`config.mk`:
```
export PLATFORM = sky130hd
export DESIGN_NAME = tt_um_fsm_haz
export DESIGN_NICKNAME = d
export VERILOG_FILES = /design/src/rtl/tt_um_fsm_haz.sv
export SDC_FILE = /design/constraint.sdc
export NUM_CORES = 1
export LEC_CHECK = 0
export BUFFER_PORTS_ARGS = -buffer_cell sky130_fd_sc_hd__buf_2
export CAP_MARGIN = 20
export CORE_ASPECT_RATIO = 1.2
export CORE_MARGIN = 5
export CORE_UTILIZATION = 33
export DETAILED_ROUTE_END_ITERATION = 16
export PLACE_DENSITY = 0.81
export SLEW_MARGIN = 20
export SYNTH_ARGS = -nofsm -noshare
export SYNTH_HDL_FRONTEND = slang
export SYNTH_SLANG_ARGS = --single-unit
export TNS_END_PERCENT = 20
```
`constraint.sdc`:
```
create_clock -name clk -period 1.05 [get_ports clk]
set_input_delay 0.105 -clock clk [delete_from_list [all_inputs] [get_ports clk]]
set_output_delay 0.105 -clock clk [all_outputs]
set_load 0.02 [all_outputs]
```
`src/rtl/tt_um_fsm_haz.sv`:
```
// Pipeline hazard-resolution controller (TinyTapeout tile).
// A prioritised Moore FSM drives stall/flush/forward/PC control and a consecutive-stall counter.
//
// state   | meaning
// IDLE    | no hazard, pipeline advancing
// FWD     | data hazard satisfied by forwarding
// STALL_D | data hazard, forwarding unavailable
// STALL_S | structural hazard
// BR_WAIT | branch in flight, outcome unresolved
// BR_OK   | branch resolved, prediction correct
// FLUSH1  | mispredict, first flush cycle, PC redirected
// FLUSH2  | mispredict, second flush cycle
module tt_um_fsm_haz (
  input  logic [7:0] ui_in,
  output logic [7:0] uo_out,
  input  logic [7:0] uio_in,
  output logic [7:0] uio_out,
  output logic [7:0] uio_oe,
  input  logic       ena,
  input  logic       clk,
  input  logic       rst_n
);

  typedef enum logic [2:0] {
    IDLE    = 3'd0,
    FWD     = 3'd1,
    STALL_D = 3'd2,
    STALL_S = 3'd3,
    BR_WAIT = 3'd4,
    BR_OK   = 3'd5,
    FLUSH1  = 3'd6,
    FLUSH2  = 3'd7
  } state_e;

  state_e     state_q, state_d;
  logic [3:0] stall_cnt_q, stall_cnt_d;

  logic data_hz, str_hz, ctrl_hz, branch_res, fwrd_ok, crct_pred;
  logic cur_stall, nxt_stall;
  logic stall, flush, fwd_en, pc_we, redirect;

  assign data_hz    = ui_in[7];
  assign str_hz     = ui_in[6];
  assign ctrl_hz    = ui_in[5];
  assign branch_res = ui_in[4];
  assign fwrd_ok    = ui_in[3];
  assign crct_pred  = ui_in[2];

  logic unused_ok;
  assign unused_ok = &{1'b0, ena, uio_in, ui_in[1:0]};

  function automatic logic is_stall(input state_e s);
    return (s == STALL_D) || (s == STALL_S) || (s == BR_WAIT);
  endfunction

  always_comb begin
    state_d = IDLE;
    if (state_q == FLUSH1) begin
      state_d = FLUSH2;
    end else if (ctrl_hz && branch_res && !crct_pred) begin
      state_d = FLUSH1;
    end else if (ctrl_hz && branch_res) begin
      state_d = BR_OK;
    end else if (ctrl_hz) begin
      state_d = BR_WAIT;
    end else if (data_hz && fwrd_ok) begin
      state_d = FWD;
    end else if (data_hz) begin
      state_d = STALL_D;
    end else if (str_hz) begin
      state_d = STALL_S;
    end
  end

  // Counting carries across stall kinds; any non-stall state clears it.
  always_comb begin
    cur_stall   = is_stall(state_q);
    nxt_stall   = is_stall(state_d);
    stall_cnt_d = 4'd0;
    if (nxt_stall) begin
      if (!cur_stall) begin
        stall_cnt_d = 4'd1;
      end else if (stall_cnt_q == 4'hF) begin
        stall_cnt_d = 4'hF;
      end else begin
        stall_cnt_d = stall_cnt_q + 4'd1;
      end
    end
  end

  always_ff @(posedge clk or negedge rst_n) begin
    if (!rst_n) begin
      state_q     <= IDLE;
      stall_cnt_q <= 4'd0;
    end else begin
      state_q     <= state_d;
      stall_cnt_q <= stall_cnt_d;
    end
  end

  always_comb begin
    stall    = is_stall(state_q);
    flush    = (state_q == FLUSH1) || (state_q == FLUSH2);
    fwd_en   = (state_q == FWD);
    redirect = (state_q == FLUSH1);
    pc_we    = !stall;
  end

  assign uo_out  = {state_q, redirect, pc_we, fwd_en, flush, stall};
  assign uio_out = {4'b0000, stall_cnt_q};
  assign uio_oe  = 8'h0F;

endmodule

```
==> summary.md <==
| Metric | Value |
|---|---|
| CTS tree | `built` |
| Gr usage total | `0.0887` |
| Hold Crit Class | `in -> reg` |
| CTS max path bufs | `2` |
| Layout cell share with drive strength beyond 1 | `0.537` |
| Ys Warns | `0` |
| Initial antenna violation count | `0` |
| Commonest cells after routing, fill and taps aside | `conb_1 (12), buf_2 (11), buf_6 (9)` |
| Register area share after synthesis | `0.333` |
| Slew Viols, Final | `0` |
| Period Utilization, post-route | `1.20` |
| Remaining DRCs | `0` |
| Asr flop ratio synth | `1.00` |
| Largest net degree at the start of global routing | `8` |
| Final Setup Violations | `10` |
| Number of global-route vias before repair | `392` |
| Wire per inst | `11.0 um` |
| Synthesized cell area | `526 um^2` |
| First-pass GRT wire length | `1.49 mm` |
| Worst setup path startpoint | `state_q[1]$_DFF_PN0_` |
| Slowest cell on crit path | `dfrtp_1` |
| Total power | `0.00106 W` |
| Fillers | `138` |
| CP endpoint | `uo_out[3]` |
| Setup WS pre-CTS | `-0.0819 ns` |
| EDFF count, synth | `0` |
| Die W | `46.4 um` |
| DR pass1 iterations | `4` |
| H-tree depth | `1` |
| Die Height | `53.7 um` |
| Hold WS | `0.130 ns` |
| Critical Path Max Stage Delay | `0.39 ns` |
| Post-Synthesis Cells | `56` |
| Number of cells on the critical path | `4` |
| WP data required | `0.94 ns` |
| WL final | `1.09 mm` |
| Static leakage | `0.373 nW` |
| I/O pins | `43` |
| Placeable Area | `1480 um^2` |
| Initial core utilization | `0.354` |
| R2R Path End | `stall_cnt_q[1]$_DFF_PN0_` |
| Worst Setup End Kind | `primary output` |
| Clock Latency Late Sink | `0.25 ns` |
| Crit-path max FO | `4` |
| Area growth from synthesis to layout | `44.5%` |
| MaxCap Viol Count | `0` |
| Startpoint types | `flip-flop` |
| Num Clock Sinks | `7` |
| Diodes inserted | `0` |
| Failing checks | `setup timing` |
| Power per cell area | `1390 nW/um^2` |
| Syn Area/Cell | `9.38 um^2` |
| Seq cells post-synth | `7` |
| CP Cell Sequence | `nor2_1 -> mux2_4 -> inv_4 -> buf_6` |
| CTS root buf | `clkbuf_4` |
| Hold Violations, Final | `0` |
| Num CTS Buffers | `3` |
| FF/Latch Area | `178 um^2` |
| Cells on worst reg2reg path | `5` |
| GP Congestion | `0.647` |
| Peak VDD IR | `0.693 mV` |
| IO buf count | `19` |
| Reg clk slew, reported paths | `0.05 ns` |
| Final setup margin | `-0.215 ns` |
| Synth Flop Type | `dfrtp_1` |
| Grt ovf | `0` |
| Critical path data arrival time | `1.16 ns` |
| Netlist cell types | `24` |
| Via count | `445` |
| Placed Area | `619 um^2` |
| Max Freq | `790 MHz` |
| WP buf/inv | `2` |
| Fin nets | `103` |
| Post-layout min period | `1.27 ns` |
| Multi-input logic area | `294 um^2` |
| Clock skew | `0.00225 ns` |
| Final ANT Viol Nets | `0` |
| Row Count | `15` |
| Reg2reg start | `state_q[1]$_DFF_PN0_` |
| DPL Wire Length | `840 um` |
| Kind of critical path | `reg -> out` |
| Die area | `2490 um^2` |
| Commonest non-fill, non-tap cell in the layout | `conb_1` |
| Family with the most delay on the worst path | `flip-flops` |
| Avg Vias per Cell | `4.49` |
| Final Cell Area | `759 um^2` |
| Iteration-0 DRC count of the detailed router | `5` |
| Worst R2R Setup Slack | `-0.12 ns` |
| Status | `complete, but fails checks` |
| RSZ-0062 raised after global routing | `yes` |
Yosys cell counts, drive strengths merged (2+ instances only):
| master | count | area, um^2 |
|---|---|---|
| inv | 3 | 13.8 |
| conb | 2 | 7.51 |
| dfrtp | 7 | 175 |
| a21oi | 2 | 13.8 |
| nand2 | 4 | 15.0 |
| nand2b | 3 | 18.8 |
| buf | 17 | 128 |
| nor4 | 2 | 12.5 |
| nand3b | 2 | 15.0 |
| nand3 | 2 | 10.0 |
cells by family after synthesis:
| family | Yosys count | synth area share |
|---|---|---|
| muxes | 2 | 0.0476 |
| AOI/OAI and AO/OA | 7 | 0.129 |
| DFF | 7 | 0.333 |
| adders and majority gates | 1 | 0.0238 |
| and+or+nand+nor | 17 | 0.183 |
| other | 2 | 0.0143 |
| buffers and inverters | 20 | 0.269 |
final cells by class:
class / instances / share of cell area
Clock buffer: 4 / 0.0346
Inverter: 3 / 0.0181
Multi-Input combinational cell: 39 / 0.387
Sequential cell: 7 / 0.234
Tap cell: 17 / 0.0280
Timing Repair Buffer: 29 / 0.298
power breakdown:
| group | internal [W] | total [W] | leakage, nW | switching, W |
|---|---|---|---|---|
| clock | 0.000144 | 0.000235 | 0.0150 | 0.0000902 |
| sequential | 0.000301 | 0.000332 | 0.0861 | 0.0000305 |
| combinational | 0.000229 | 0.000490 | 0.272 | 0.000261 |
worst min-delay path by stage:
stage,start,endpoint,slack (ns),depth (start not counted)
after CTS,ui_in[2],state_q[1]$_DFF_PN0_,0.12,2
after detailed placement,rst_n,stall_cnt_q[2]$_DFF_PN0_,-0.06,1
final,ui_in[4],state_q[0]$_DFF_PN0_,0.13,2
after global routing,ui_in[4],state_q[0]$_DFF_PN0_,0.14,2
after floorplan,rst_n,stall_cnt_q[0]$_DFF_PN0_,-0.19,0
after global placement,rst_n,stall_cnt_q[2]$_DFF_PN0_,-0.07,1
timing repair:
action                                  4_1_cts  5_1_grt
hold endpoints to repair                      7        0
pin swaps                                     6        2
resized for setup                            15        8
endpoints found under the setup margin       14       14
buffers inserted                              2        0
hold buffers                                  1        0
sequential cells by signal (all words and copies together) (netlist names):
signal	flops
state_q	3
stall_cnt_q	4
through the flow:
stage / setup TNS (ns) / cells / utilization
floorplan: -0.663 / 66 / -
global placement: -0.0738 / 92 / 0.418
detailed placement: -0.214 / 92 / 0.418
CTS: -1.24 / 99 / 0.495
global route: -1.70 / 99 / 0.512
finish: -1.29 / 99 / 0.512
layer usage:
metal / track usage / part of all wire / up-vias
met2: 0.135 / 0.53 / 20
met5: 0 / 0 / -
met3: 0.0201 / 0.068 / 0
li1: - / - / 215
met1: 0.104 / 0.40 / 210
met4: 0.0711 / 0 / 0
worst register-to-register path: cells and delay by family (launching register included):
family	cells	cell delay, ns
flip-flops	1	0.41
multiplexers	1	0.19
buffers and inverters	2	0.18
AO/OA/AOI/OAI	1	0.17
AND/OR/NAND/NOR	1	0.12
Note: power is estimated with default switching activity, not from simulation.
